===== config.mk =====
export PLATFORM = sky130hd
export DESIGN_NAME = vga_colour_mixer
export DESIGN_NICKNAME = d
export VERILOG_FILES = /design/src/rtl/colour_pkg.sv /design/src/rtl/flash_timer.sv /design/src/rtl/vga_colour_mixer.sv
export SDC_FILE = /design/constraint.sdc
export NUM_CORES = 1
export LEC_CHECK = 0
export ABC_AREA = 1
export CORE_AREA = 10 10 47 49
export DETAILED_ROUTE_END_ITERATION = 10
export DIE_AREA = 0 0 57 59
export GPL_TIMING_DRIVEN = 0
export HOLD_SLACK_MARGIN = 0.05
export PLACE_DENSITY = 0.71
export RECOVER_POWER = 50
export SETUP_SLACK_MARGIN = 0.1
export SYNTH_ARGS = -nofsm -noshare
export SYNTH_HDL_FRONTEND = slang
export SYNTH_SLANG_ARGS = --single-unit

===== constraint.sdc =====
create_clock -name clk -period 1.2 [get_ports clk]
set_clock_uncertainty 0.1 [all_clocks]
set_input_delay 0.24 -clock clk [delete_from_list [all_inputs] [get_ports clk]]
set_output_delay 0.24 -clock clk [all_outputs]
set_load 0.05 [all_outputs]

===== src/rtl/colour_pkg.sv =====
// Shared palette data for the VGA colour output stage.
// Holds the RGB222 palette banks and the channel width helper.
package colour_pkg;

   localparam int NUM_BANKS   = 4;
   localparam int MAX_LAYERS  = 4;
   localparam int PAL_ENTRIES = MAX_LAYERS + 1;
   localparam int BANK_W      = $clog2(NUM_BANKS);

   typedef logic [5:0]        rgb222_t;
   typedef logic [BANK_W-1:0] bank_t;

   // {R[1:0], G[1:0], B[1:0]}; entry 0 is the per-bank background.
   localparam rgb222_t PALETTE [NUM_BANKS][PAL_ENTRIES] = '{
      '{6'b110000, 6'b111111, 6'b111100, 6'b001111, 6'b101010},
      '{6'b001100, 6'b111111, 6'b111100, 6'b001111, 6'b101010},
      '{6'b000011, 6'b111111, 6'b111100, 6'b001111, 6'b101010},
      '{6'b110011, 6'b111111, 6'b111100, 6'b001111, 6'b101010}
   };

   // Repeat a 2-bit channel so the top N bits give its MSB-replicated form.
   function automatic logic [3:0] widen_ch(input logic [1:0] c);
      return {c, c};
   endfunction

endpackage


===== src/rtl/flash_timer.sv =====
// Frame-counted flash timer: a request arms a pending flag and the
// next frame_end (re)loads the counter; inversion lasts while nonzero.
module flash_timer
   import colour_pkg::*;
#(
   parameter int FLASH_FRAMES = 8
) (
   input  logic clk,
   input  logic reset,
   input  logic flash_req,
   input  logic frame_end,
   output logic flash_active,
   output logic invert
);

   localparam int CW = $clog2(FLASH_FRAMES + 1);
   localparam logic [CW-1:0] LOAD = CW'(FLASH_FRAMES);

   logic          pend_q, pend_d;
   logic [CW-1:0] cnt_q, cnt_d;

   // Arm on request, load or count down only at frame boundaries.
   always_comb begin
      pend_d = pend_q;
      cnt_d  = cnt_q;
      if (frame_end) begin
         if (pend_q || flash_req) begin
            cnt_d  = LOAD;
            pend_d = 1'b0;
         end else if (cnt_q != '0) begin
            cnt_d = cnt_q - CW'(1);
         end
      end else if (flash_req) begin
         pend_d = 1'b1;
      end
   end

   // Timer state register.
   always_ff @(posedge clk) begin
      if (reset) begin
         pend_q <= 1'b0;
         cnt_q  <= '0;
      end else begin
         pend_q <= pend_d;
         cnt_q  <= cnt_d;
      end
   end

   assign flash_active = (cnt_q != '0);
   assign invert       = flash_active;

endmodule


===== src/rtl/vga_colour_mixer.sv =====
// Two-stage colour output: layer priority, then frame-latched palette.
// Flash inversion is built only when VGA_COLOUR_MIXER_FLASH_EN is defined.
module vga_colour_mixer
   import colour_pkg::*;
#(
   parameter int   LAYERS       = 2,
   parameter int   COLOUR_BITS  = 2,
   parameter int   FLASH_FRAMES = 8,
   parameter logic SYNC_IDLE    = 1'b1
) (
   input  logic                   clk,
   input  logic                   reset,
   input  logic [LAYERS-1:0]      pixel_layers,
   input  logic                   video_active,
   input  logic                   hsync_in,
   input  logic                   vsync_in,
   input  logic                   frame_end,
   input  logic [1:0]             palette_sel,
   input  logic                   flash_req,
   output logic [COLOUR_BITS-1:0] R,
   output logic [COLOUR_BITS-1:0] G,
   output logic [COLOUR_BITS-1:0] B,
   output logic                   hsync_out,
   output logic                   vsync_out,
   output logic                   flash_active
);

   localparam int IW = $clog2(LAYERS + 1);

   logic          invert;

   logic [IW-1:0] idx_q, idx_d;
   logic          va_q, va_d;
   logic          hs1_q, hs1_d;
   logic          vs1_q, vs1_d;
   bank_t         bank_q, bank_d;
   bank_t         s1_bank_q, s1_bank_d;

   logic [COLOUR_BITS-1:0] r_q, r_d;
   logic [COLOUR_BITS-1:0] g_q, g_d;
   logic [COLOUR_BITS-1:0] b_q, b_d;
   logic                   hs2_q, hs2_d;
   logic                   vs2_q, vs2_d;

   rgb222_t    entry;
   logic [3:0] r4, g4, b4;

`ifdef VGA_COLOUR_MIXER_FLASH_EN
   flash_timer #(
      .FLASH_FRAMES(FLASH_FRAMES)
   ) u_flash (
      .clk         (clk),
      .reset       (reset),
      .flash_req   (flash_req),
      .frame_end   (frame_end),
      .flash_active(flash_active),
      .invert      (invert)
   );
`else
   logic unused_flash;
   assign unused_flash = flash_req ^ (FLASH_FRAMES == 0);
   assign flash_active = 1'b0;
   assign invert       = 1'b0;
`endif

   // Stage 1 next state: highest set layer wins; bank latches at frame end.
   always_comb begin
      idx_d = '0;
      for (int k = 0; k < LAYERS; k++) begin
         if (pixel_layers[k]) idx_d = IW'(k + 1);
      end
      va_d      = video_active;
      hs1_d     = hsync_in;
      vs1_d     = vsync_in;
      s1_bank_d = bank_q;
      bank_d    = frame_end ? bank_t'(palette_sel) : bank_q;
   end

   // Stage 1 and active bank registers.
   always_ff @(posedge clk) begin
      if (reset) begin
         idx_q     <= '0;
         va_q      <= 1'b0;
         hs1_q     <= SYNC_IDLE;
         vs1_q     <= SYNC_IDLE;
         s1_bank_q <= '0;
         bank_q    <= '0;
      end else begin
         idx_q     <= idx_d;
         va_q      <= va_d;
         hs1_q     <= hs1_d;
         vs1_q     <= vs1_d;
         s1_bank_q <= s1_bank_d;
         bank_q    <= bank_d;
      end
   end

   // Stage 2 next state: palette lookup, width scaling, flash, blanking.
   always_comb begin
      entry = PALETTE[s1_bank_q][3'(idx_q)];
      r4    = widen_ch(entry[5:4]);
      g4    = widen_ch(entry[3:2]);
      b4    = widen_ch(entry[1:0]);
      r_d   = r4[3 -: COLOUR_BITS];
      g_d   = g4[3 -: COLOUR_BITS];
      b_d   = b4[3 -: COLOUR_BITS];
      if (invert) begin
         r_d = ~r_d;
         g_d = ~g_d;
         b_d = ~b_d;
      end
      if (!va_q) begin
         r_d = '0;
         g_d = '0;
         b_d = '0;
      end
      hs2_d = hs1_q;
      vs2_d = vs1_q;
   end

   // Stage 2 output registers.
   always_ff @(posedge clk) begin
      if (reset) begin
         r_q   <= '0;
         g_q   <= '0;
         b_q   <= '0;
         hs2_q <= SYNC_IDLE;
         vs2_q <= SYNC_IDLE;
      end else begin
         r_q   <= r_d;
         g_q   <= g_d;
         b_q   <= b_d;
         hs2_q <= hs2_d;
         vs2_q <= vs2_d;
      end
   end

   assign R         = r_q;
   assign G         = g_q;
   assign B         = b_q;
   assign hsync_out = hs2_q;
   assign vsync_out = vs2_q;

endmodule


# Word-level counts from Yosys, hierarchy flattened
# Index checks and enable logic that the tools add are counted.
dict set report classes {
  n_bitwise 3
  n_reduce_logical 2
  mux 8
  order_cmp 2
}
# cell count
set ops {}
lappend ops {{30-bit binary-select mux with 2-bit select} 1}
lappend ops {{30-bit 2-to-1 mux} 2}
lappend ops {{6-bit binary-select mux with 3-bit select} 1}
lappend ops {{6-bit 2-to-1 mux} 2}
lappend ops {{4-bit greater-or-equal comparator (second input constant)} 1}
lappend ops {{2-bit NOT with 4-bit output} 1}
lappend ops {{2-bit OR reduction} 2}
lappend ops {{3-bit greater-or-equal comparator (second input constant)} 1}
lappend ops {{2-bit NOT with 3-bit output} 1}
lappend ops {{2-bit 2-to-1 mux} 1}
lappend ops {{1-bit 2-to-1 mux} 1}
lappend ops {{1-bit NOT} 1}
dict set report totals {
  output_inout_bits 9
  wordCells 27
  inputBits 11
  reg_bits 17
}

# Longest topological paths before layout
dict set report logic_depth {
  ltp_word 7
  ltp_mapped 4
  ltp_nobuf 4
}

# Worst setup path before layout
# No wires, ideal clock.
dict set report synth_path {
  path_kind {reg2out}
  start {reg, netlist name B[0]}
  end {out B[1]}
  required_time_ps 860
  path_buffers 1
  stages_incl_launch_ff 2
  arrival_time_ps 894
  path_slack_ps -34
  cell_sequence {dfxtp_1 > buf_4}
}
# item line_no
set synth_rtl {}
lappend synth_rtl {{to (decl)} vga_colour_mixer.sv:22} ;# output logic [COLOUR_BITS-1:0] B,

==> metrics list <==
- Result of the run: finished, final reports clean
- CTS tree: built
- Number of setup buffers added after CTS: 0
- Fin crit share: a little over nine tenths
- Kind of start point of the critical path: flip-flop
- Compared with the post-synthesis result, the final layout area differs by 47.3%.
* Standard cell with the maximum stage delay on the critical path: dfxtp_2
- Share of power burned in combinational logic: 15.6%
- Row generation in the floorplan step produced 14 rows.
- Placed cell count: 88
- Setup repair after global routing could not meet its margin everywhere.
- H-tree depth: 1
- Post-Route WL: between 800 and 900 microns
- Cells fill a little over half of the core in the end.
- Buffers plus inverters on the worst setup path: 2
- Highest clock rate: between 0.8 and 0.9 GHz
- Die width: around 57 microns
- Fraction of final layout cells with drive strength greater than 1: 34.7%
- Of all nets on the critical path, the largest fanout is 2.
- Largest net degree at the start of global routing: 10
* Total congestion overflow: 0
* Met1 track demand over resource: about 4.7%
* Clock network fraction of design power: roughly 28%
- Antenna-violating nets left: 0
- Setup violations remaining at the end of the flow were counted as 0.
- Final-report hold violation count: 0
- Iter 0 DRT Violations: 5
- The cell area that synthesis handed to floorplanning was about 500 sq um.
- STA classifies the critical path endpoint as an output pin.
- A synthesized cell averages 8.98 sq um.
- TritonCTS Buffers: 3
- First-pass GRT wire length: approximately 1500 microns
- Initial antenna violation count: 0
- Count of buffers inserted at the top-level ports: 16
- Clock latency at the later pin of the worst-skew pair: ~270 ps
- Met2 routing resource usage after global routing: 9.30%
* Setup slack of the critical path after layout: between 15 and 20 ps
- The final layout contains approximately 90 nets.
- Of the total power, the share spent switching nets is between 20% and 30%.
- Ports: 20
- After detailed routing, the number of remaining DRC violations is 0.
* Detailed-route via count: 376
- Global routing consumed, on the met3 layer, around 3.2% of the routing resources.
- The worst setup path is of the reg -> out kind.
- For this design the total switching power over the nets is 216 uW.
- Area enclosed by the die boundary: about 3400 sq um
- The tool flagged a number of max-cap violations equal to 0.
- VDD sags by at most slightly below 0.6 mV.
* Internal power summed over all cells: 669 uW
- CP cell instances: buf_6, buf_8
- In this run, distinct cell masters in the synthesized netlist total 15.
* Max Buffers Root-to-Sink: 2
- Critical path required time: about 860 ps
- Synthesis produced between 50 and 60 cells.
* Number of pins with negative max-slew slack in the final report: 0
* Mapped Nets: a little under 70
- Routability congestion estimate: around 0.64
- Worst Hold Class: in -> reg
- Core ar.: about 1400 sq um
- Tightest hold margin: 63.4 ps
* Starting Density: 35.9%
* Antenna diodes: 0
* All-layer global routing usage: between 5 and 6%
* Post-synthesis sequential element count: 14
- The layer flagged by global routing as most heavily used is met2.
* Power per cell area: ~1200 nW/um^2
- Number of global-route vias before repair: roughly 420
- STA puts the critical path data arrival time at 840 ps.
- Die height: 59 microns
- CTS saw 14 sinks.
- Sequential-to-total area share from yosys stat: about 56%
- The Yosys step of the flow raised 0 warnings.
- Root Driver: clkbuf_4
- Final Critical Period: between 1000 and 1500 ps
* Static Leak: roughly 0.33 nW
- The first detailed-routing pass ran for 4 iterations.
* Part of the total power dissipated in sequential elements: a little under three fifths
- Among cell families on the critical path, the largest total delay comes from flip-flops.
- Post-Layout Inst Area: between 700 and 800 sq um
- Worst path max stage delay: around 330 ps
- Timing analysis after detailed placement gives a worst setup slack of -328 ps.
* Number of fill cells: 137
- After detailed placement, the total cell area comes to 687 sq um.
- After legalization and detailed placement, the total HPWL measured ~720 microns.
- Routed length per placed instance: around 9.3 microns
- Final cell count without fillers: slightly above 90
- After clock tree synthesis, the clock-pin slew on the worst setup and hold paths is 80 ps.
- Ratio of routed vias to standard cells: ~4.1
==> sequential cells by signal (all words and copies together) (netlist names) <==
| name | count |
|---|---|
| s1_bank_q | 2 |
| B | 1 |
| hs1_q | 1 |
| va_q | 1 |
| vsync_out | 1 |
| R | 1 |
| idx_q | 2 |
| G | 1 |
| vs1_q | 1 |
| bank_q | 2 |
| hsync_out | 1 |
==> Yosys cell counts <==
cell | instances | area [sq um]
ha_1 | 1 | 12.5
o21ai_1 | 2 | 10.0
nor2_1 | 12 | 45.0
nand2_2 | 1 | 6.26
clkinv_4 | 1 | 8.76
buf_6 | 1 | 11.3
a21oi_2 | 1 | 8.76
or2_1 | 4 | 25.0
conb_1 | 1 | 3.75
nand3_2 | 1 | 10.0
nor2_2 | 1 | 6.26
dfxtp_1 | 14 | 280
nand2_1 | 4 | 15.0
buf_4 | 4 | 30.0
inv_1 | 8 | 30.0
==> metrics by stage <==
step                      TNS (ps)  power, mW
after floorplan                  0      0.589
after global placement       -2110      0.638
after detailed placement     -2180      0.642
after CTS                        0      0.896
after global routing         -26.4      0.924
final                            0      0.885
==> layout make-up <==
| class | instances | area, sq um | area share [%] |
|---|---|---|---|
| Sequential cell | 14 | 287 | 38.7 |
| Timing Repair Buffer | 16 | 178 | 24.0 |
| Multi-Input combinational cell | 28 | 143 | 19.3 |
| Buffer | 5 | 52.6 | 7.09 |
| Inverter | 9 | 38.8 | 5.24 |
| Clock buffer | 3 | 22.5 | 3.04 |
| Tap cell | 16 | 20.0 | 2.70 |
==> cell usage in the layout, fill, tap and decap left out <==
| cell type | n |
|---|---|
| a21oi_2 | 1 |
| clkinv_4 | 1 |
| nand2_1 | 4 |
| conb_1 | 1 |
| clkbuf_4 | 3 |
| nor2_1 | 12 |
| o21ai_1 | 2 |
| buf_8 | 5 |
| nand2_2 | 1 |
| nor2_2 | 1 |
| inv_1 | 8 |
| dfxtp_1 | 9 |
| ha_1 | 1 |
| dfxtp_2 | 5 |
| or2_1 | 4 |
| buf_6 | 4 |
| dlygate4sd3_1 | 4 |
| nand3_2 | 1 |
| clkdlybuf4s50_1 | 4 |
| buf_4 | 4 |
==> layer usage <==
layer  vias to the layer above  share of wire, %
met5                         -                 0
met2                        17                46
li1                        197                 -
met1                       160                41
met3                         2                12
met4                         0              0.71
==> cells by family (layout without fill, tap and decap cells) <==
| logic type | Yosys count | in the layout | share of synthesized area [%] |
|---|---|---|---|
| compound gates | 3 | 3 | 3.73 |
| other cells | 1 | 1 | 0.746 |
| buf+inv | 14 | 33 | 15.9 |
| fa+ha+maj | 1 | 1 | 2.49 |
| simple gates | 23 | 23 | 21.4 |
| flops | 14 | 14 | 55.7 |
==> worst paths after layout <==
kind | start | to | slack, ps | cells past startpoint
worst min-delay path | reset | s1_bank_q[1] | 60 | 2
worst min register to register | hs1_q | hsync_out | 310 | 1
worst max-delay path | G[0] | G[1] | 20 | 2
worst max register to register | s1_bank_q[1] | R[0] | 180 | 4
==> power by group through the flow <==
| stage | Clock, mW | Combinational, mW | Sequential, mW |
|---|---|---|---|
| 6_report | 0.249 | 0.138 | 0.498 |
| 3_3_place_gp | 0 | 0.132 | 0.506 |
| 3_5_place_dp | 0 | 0.135 | 0.507 |
| 4_1_cts | 0.256 | 0.142 | 0.498 |
| 2_1_floorplan | 0 | 0.0638 | 0.526 |
| 5_1_grt | 0.273 | 0.151 | 0.501 |
==> timing repair <==
action                     CTS  global route
hold buffers                 0             0
resized for setup           62             1
setup endpoints to repair    8             8
gates cloned                 0             0
Note: power is estimated with default switching activity, not from simulation.
